[src/rtl/truth_table_sweeper.sv]
// Sequential SOP/POS truth-table sweeper: streams every input row with both
// function outputs and a mismatch flag, then reports ones/mismatch statistics.
module truth_table_sweeper #(
  parameter int unsigned N_IN = 4,
  localparam int unsigned DEPTH = 2 ** N_IN
) (
  input  logic              clk,
  input  logic              rst,
  input  logic              start,
  input  logic [DEPTH-1:0]  min_mask,
  input  logic [DEPTH-1:0]  max_mask,
  output logic              busy,
  output logic              out_valid,
  input  logic              out_ready,
  output logic [N_IN-1:0]   vec,
  output logic              sop,
  output logic              pos,
  output logic              mism,
  output logic              done,
  output logic [N_IN:0]     ones_cnt,
  output logic [N_IN:0]     mism_cnt,
  output logic [N_IN-1:0]   first_mism,
  output logic              equiv
);

  typedef enum logic [1:0] {StIdle, StSweep, StDone} state_e;

  state_e             state_q;
  logic [N_IN-1:0]    idx_q;
  logic [DEPTH-1:0]   min_mask_q;
  logic [DEPTH-1:0]   max_mask_q;
  logic [N_IN:0]      ones_q;
  logic [N_IN:0]      mism_q;
  logic [N_IN-1:0]    first_q;
  logic               seen_q;
  logic               equiv_q;

  logic               xfer;
  logic [N_IN:0]      ones_d;
  logic [N_IN:0]      mism_d;

  assign out_valid = (state_q == StSweep);
  assign busy      = (state_q != StIdle);
  assign done      = (state_q == StDone);

  // Row outputs are gated by out_valid so everything reads 0 outside a sweep.
  assign vec  = idx_q;
  assign sop  = out_valid & min_mask_q[idx_q];
  assign pos  = out_valid & ~max_mask_q[idx_q];
  assign mism = sop ^ pos;

  assign xfer   = out_valid & out_ready;
  assign ones_d = ones_q + {{N_IN{1'b0}}, sop};
  assign mism_d = mism_q + {{N_IN{1'b0}}, mism};

  assign ones_cnt   = ones_q;
  assign mism_cnt   = mism_q;
  assign first_mism = first_q;
  assign equiv      = equiv_q;

  always_ff @(posedge clk or posedge rst) begin
    if (rst) begin
      state_q    <= StIdle;
      idx_q      <= '0;
      min_mask_q <= '0;
      max_mask_q <= '0;
      ones_q     <= '0;
      mism_q     <= '0;
      first_q    <= '0;
      seen_q     <= 1'b0;
      equiv_q    <= 1'b1;
    end else begin
      unique case (state_q)
        StIdle: begin
          if (start) begin
            min_mask_q <= min_mask;
            max_mask_q <= max_mask;
            idx_q      <= '0;
            ones_q     <= '0;
            mism_q     <= '0;
            first_q    <= '0;
            seen_q     <= 1'b0;
            state_q    <= StSweep;
          end
        end
        StSweep: begin
          if (xfer) begin
            ones_q <= ones_d;
            mism_q <= mism_d;
            if (mism && !seen_q) begin
              first_q <= idx_q;
              seen_q  <= 1'b1;
            end
            // Natural wrap of idx returns it to 0 after the last row.
            idx_q <= idx_q + N_IN'(1);
            if (&idx_q) begin
              equiv_q <= (mism_d == '0);
              state_q <= StDone;
            end
          end
        end
        StDone: state_q <= StIdle;
        default: state_q <= StIdle;
      endcase
    end
  end

endmodule

[config.mk]
export PLATFORM = sky130hd
export DESIGN_NAME = truth_table_sweeper
export DESIGN_NICKNAME = d
export VERILOG_FILES = /design/src/rtl/truth_table_sweeper.sv
export SDC_FILE = /design/constraint.sdc
export NUM_CORES = 1
export LEC_CHECK = 0
export ABC_CLOCK_PERIOD_IN_PS = 3200
export CAP_MARGIN = 20
export CORE_UTILIZATION = 49
export CTS_CLUSTER_SIZE = 10
export DETAILED_ROUTE_END_ITERATION = 16
export PLACE_DENSITY = 0.89
export SYNTH_ARGS = -nofsm -noshare
export SYNTH_HDL_FRONTEND = slang
export SYNTH_SLANG_ARGS = --single-unit
[constraint.sdc]
create_clock -name clk -period 3.2 [get_ports clk]
set_clock_uncertainty 0.15 [all_clocks]
set_input_delay 0.96 -clock clk [delete_from_list [all_inputs] [get_ports clk]]
set_output_delay 0.96 -clock clk [all_outputs]
set_load 0.01 [all_outputs]
* After elaboration in Yosys (flattened, before gate mapping)
Index checks and enable logic that the tools add are counted.
Cells by class: $add $sub $neg 3, magnitude comparators 1, eq/ne operators 6, mux-type cells 23, bitwise logic cells 5, reduce and logical (&&, ||, !) cells 12
Operators by type and width (number):
- one-hot mux 5 bit (2 select lines) | 2
- two-way mux 4 bit | 4
- one-hot mux 4 bit (2 select lines) | 2
- two-way mux 5 bit | 3
- adder 5 x 1 -> 5 bit | 2
- binary-select mux 1 bit (select 4 bit) | 2
- AND reduction 4 bit | 2
- two-way mux 2 bit | 3
- inequality test 2 x 1 -> 1 bit, second input constant | 3
- AND reduction 3 bit | 2
- AND reduction 6 bit | 1
- logical NOT 5 bit | 1
- less-than comparator 4 x 5 -> 1 bit, second input constant | 1
- two-way mux 1 bit | 5
- adder 4 x 1 -> 4 bit, second input constant | 1
- one-hot mux 2 bit (2 select lines) | 1
- nonzero test 2 bit | 2
- bitwise AND 1 bit | 3
- == test 2 x 1 -> 1 bit, second input constant | 1
- == test 2 bit, second input constant | 1
- logical NOT 2 bit | 1
- inequality test 2 bit, second input constant | 1
- one-hot mux 1 bit (2 select lines) | 1
- AND reduction 2 bit | 1
- other kinds (4) | 4
Storage, ports and cells: flip-flop bits (word level) 54, input bits 36, output and inout bits 25, logic and storage cells 59

* Depth between registers and ports, before layout
depth after elaboration 9, gate-level depth with buffers 13, mapped depth without buffers 12

* Least setup slack after synthesis
Ideal clock, no wire load.
kind register -> register, from reg idx_q[0], in the netlist vec[0], to reg equiv_q, in the netlist equiv, library setup time 82 ps, arrival 3041 ps, data required time 2968 ps, slack -73 ps, stages on the path, launching flop included 14, path buffers 1, period minus slack after synthesis 3273 ps, path through dfrtp_1 > buf_4 > mux4_2 > a22oi_1 > nand3_2 > and2_1 > nand2_1 > o21ai_0 > ha_1 > ha_1 > nand3_1 > xnor2_1 > nor4_1 > mux2_2
On the way: elaborated cells between the ends (all ways) 11, classes of those cells add/sub (1); mux (4); bitwise (4); reduce/logical (2)
RTL lines:
- start, declared | line 29 | logic [N_IN-1:0] idx_q;
- start signal, assigned | line 95 | idx_q <= idx_q + N_IN'(1);
- binary-select mux 1 bit (select 4 bit) | line 48 | assign sop = out_valid & min_mask_q[idx_q];
- two-way mux 1 bit (implied by the code) | line 48
- bitwise AND 1 bit | line 48
- net sop | line 16 | output logic sop,
- XOR 1 bit | line 50 | assign mism = sop ^ pos;
- net mism | line 18 | output logic mism,
- adder 5 x 1 -> 5 bit | line 54 | assign mism_d = mism_q + {{N_IN{1'b0}}, mism};
- logical NOT 5 bit | line 97 | equiv_q <= (mism_d == '0);
- end signal, assigned | line 97
- end, declared | line 36 | logic equiv_q;
The timed path passes the listed nets, and every way through them passes these cells. The select of a mux whose other input is x is not followed. A chain may end at the register's enable or synchronous reset.

* Final worst setup path
from reg idx_q[0], in the netlist vec[0], to out mism
On the way: longest elaborated chain between the ends 5, elaborated cells between the ends (all ways) 8, classes of those cells mux (4); bitwise (4)
RTL lines:
- binary-select mux 1 bit (select 4 bit) | line 49 | assign pos = out_valid & ~max_mask_q[idx_q];
- two-way mux 1 bit (implied by the code) | line 49
- NOT 1 bit | line 49
- bitwise AND 1 bit | line 49
- XOR 1 bit (*) | line 50
- end, declared | line 18
Every way passes the cells marked *; elsewhere a longest branch is shown, timed or not. The select of a mux whose other input is x is not followed.

==> flow_summary.toml <==
[route]
drc_errors = 0
dr.pass1.iters = 5
top_layer = "met4"
wire_per_inst_um = 14.4
wirelength_met1_um = 2450
dr_wl_met2_um = 2980
ant_nets = 0
drt-initial-drc-count = 80
routed_wl_um = 5820
wl_met3_um = 266
vias_per_cell = 5.22
vias = 2113

[synth]
synth_area_per_cell_um2 = 9.85
synth_ff_type = "dfrtp_1"
ys_seq_area_share_pct = 52.8
ys_ff_latch = 54
ys_types = 38
yosys.cell_count.top_type = "nand2_1"
yosysTopAreaCellShare_pct = 51.8
synth_area_leaders = "dfrtp_1, nand2_1, mux4_2, ha_1, xor2_1"
syn_inst = 260
synth_top_area_cell = "dfrtp_1"
synth.net_count = 301
yosys_warnings = 0
ys_top_cells_by_count = "nand2_1, dfrtp_1, nor2_1, o21ai_0, clkbuf_1"
syn_area_mm2 = 0.00256
synthArstFlopShare_pct = 100
synth_edf_count = 0

[power_and_ir_drop]
power.internal_mw = 2.12
ir_drop_mv = 0.388
combinationalPowerShare_pct = 53.5
p_sw_mw = 1.20
swShare_pct = 36.1
seqPwrFrac_pct = 34.8
power_density_mw_per_mm2 = 958
leakage_nw = 1.68
clkPwrFrac_pct = 11.6
p_total_mw = 3.33

[placement]
dp_slack_ns = -0.210
routabilityCongestion = 0.830
port-buffer-count = 60
dpl.hpwl_um = 4160

[worst_setup_path]
r2r_start = "vec[0]"
required_ns = 2.09
path_class = "register to output pin"
reg2reg_to = "equiv"
cp-end-kind = "output pin"
cp-start-kind = "register"
worst-path-max-fanout = 3
crit_arrival_ns = 2.18
reg2reg_depth = 14
r2r_slack_ns = 0.10

[cts]
h-tree-depth = 2
cts_inserted_buffers = 5
cts_root_buffer = "clkbuf_8"
cts_buffer_depth = 2
cts.sinks = 54
insertion_delay_ns = 0.31
cts_tree = "yes"
path_clk_slew_ns = 0.09
postCtsHoldBufs = 0

[worst_hold_path]
whs_endpoint = "min_mask_q[13]"
min_path_cells = 2
hold_start = "min_mask_q[13]"
hold_path_class = "register to register"

[grt]
grtUsageTotal_pct = 24.8
grt_max_degree = 41
grt_pass1_wl_um = 10100
antenna_found_initial = 0
grt_pass1_vias = 2171
overflow = 0

[timing]
hold_violations = 0
slew_headroom_pct = 72.1
drv_slew = 0
fmax_mhz = 304
period_minus_slack_ns = 3.29
fin_setup_tns_ns = -0.102
fin_ws_ns = -0.0882
setup_viol = 2
rsz0062_at_grt = "true"
tightest_slew_ns = 0.415
period_share_pct = 103

[floorplanning]
start_util_pct = 52.5
die_y_um = 74.3
core-area_mm2 = 0.00488
rows = 25
pin_count = 61
dieArea_mm2 = 0.00552
die_width_um = 74.3

[layout]
fillers = 407
final_nets = 378
area_growth_syn_to_layout_pct = 35.6
diodes = 0
layout-drive-gt1-share_pct = 17.5

[outcome]
violations = "setup timing"
status = "finished with violations"

[flow_run]
maxCapViolations = 0
## metrics by stage
stage	instances	util (%)	hold slack, ns	cell area (µm²)
after global placement	391	67.7	0.307	3300
after global routing	405	71.2	0.361	3470
after floorplan	260	-	0.287	2560
after CTS	404	70.5	0.334	3440
final	405	71.2	0.332	3470
after detailed placement	391	67.7	0.312	3300
## critical path: stages, from the launching register on
cell     delay [ns]
dfrtp_2        0.40
buf_6          0.10
mux4_2         0.47
a22o_1         0.24
a211o_1        0.27
buf_6          0.14
nand2_2        0.05
o21ai_2        0.06
buf_2          0.14
## layer usage
metal	GRT usage (%)	vias up
met5	0	-
met4	10.1	0
met3	5.42	13
met2	42.7	71
met1	30.5	1004
li1	-	1025
## logic make-up (layout without fill, tap and decap cells)
logic type | after synthesis | count (layout) | synth area share (%)
compound gates | 25 | 25 | 7.33
xor+xnor | 8 | 8 | 2.74
fa+ha+maj | 5 | 5 | 2.44
buf+inv | 17 | 95 | 3.86
flops | 54 | 54 | 52.8
mux | 10 | 10 | 7.52
simple gates | 141 | 141 | 23.3
## worst max path at each step
stage,startpoint,to,cells after the start
finish,vec[0],mism,8
global placement,vec[0],mism,5
CTS,vec[0],mism,8
global route,vec[0],mism,8
detailed placement,vec[0],mism,6
floorplan,vec[0],equiv,13
## final cells by class
class	count	area, µm²	share of cell area (%)
Inverter	4	15.0	0.432
Multi-Input combinational cell	189	1130	32.7
Sequential cell	54	1350	39.0
Clock buffer	8	90.1	2.59
Tap cell	67	83.8	2.41
Timing Repair Buffer	83	796	22.9
## repair_timing
action | CTS | global route
buffers inserted | 5 | 1
setup endpoints to repair | 5 | 5
pin swaps | 4 | 4
gates resized for setup | 22 | 6
## cells in the final DEF, fill, tap and decap left out, types with 4 or more instances in the layout
master           count
nand2_1            107
clkdlybuf4s50_1     57
dfrtp_1             52
buf_4               17
nor2_1               9
xor2_1               7
mux4_2               7
o21ai_0              7
a22o_1               6
clkbuf_8             6
buf_6                6
nand3_1              5
a32o_2               4
## power groups by stage
stage	registers (mW)	clock network, mW	logic, mW
after CTS	1.15	0.395	1.71
final	1.16	0.388	1.78
after global routing	1.19	0.425	1.97
after detailed placement	1.16	0	1.60
after global placement	1.15	0	1.55
after floorplan	1.14	0	0.932
## sequential cells by signal, summed over array words and instances (netlist names)
register and count:
state_q 2, equiv 1, seen_q 1, max_mask_q 16
min_mask_q 16, ones_cnt 5, mism_cnt 5, first_mism 4
vec 4
(Power assumes the default switching activity.)
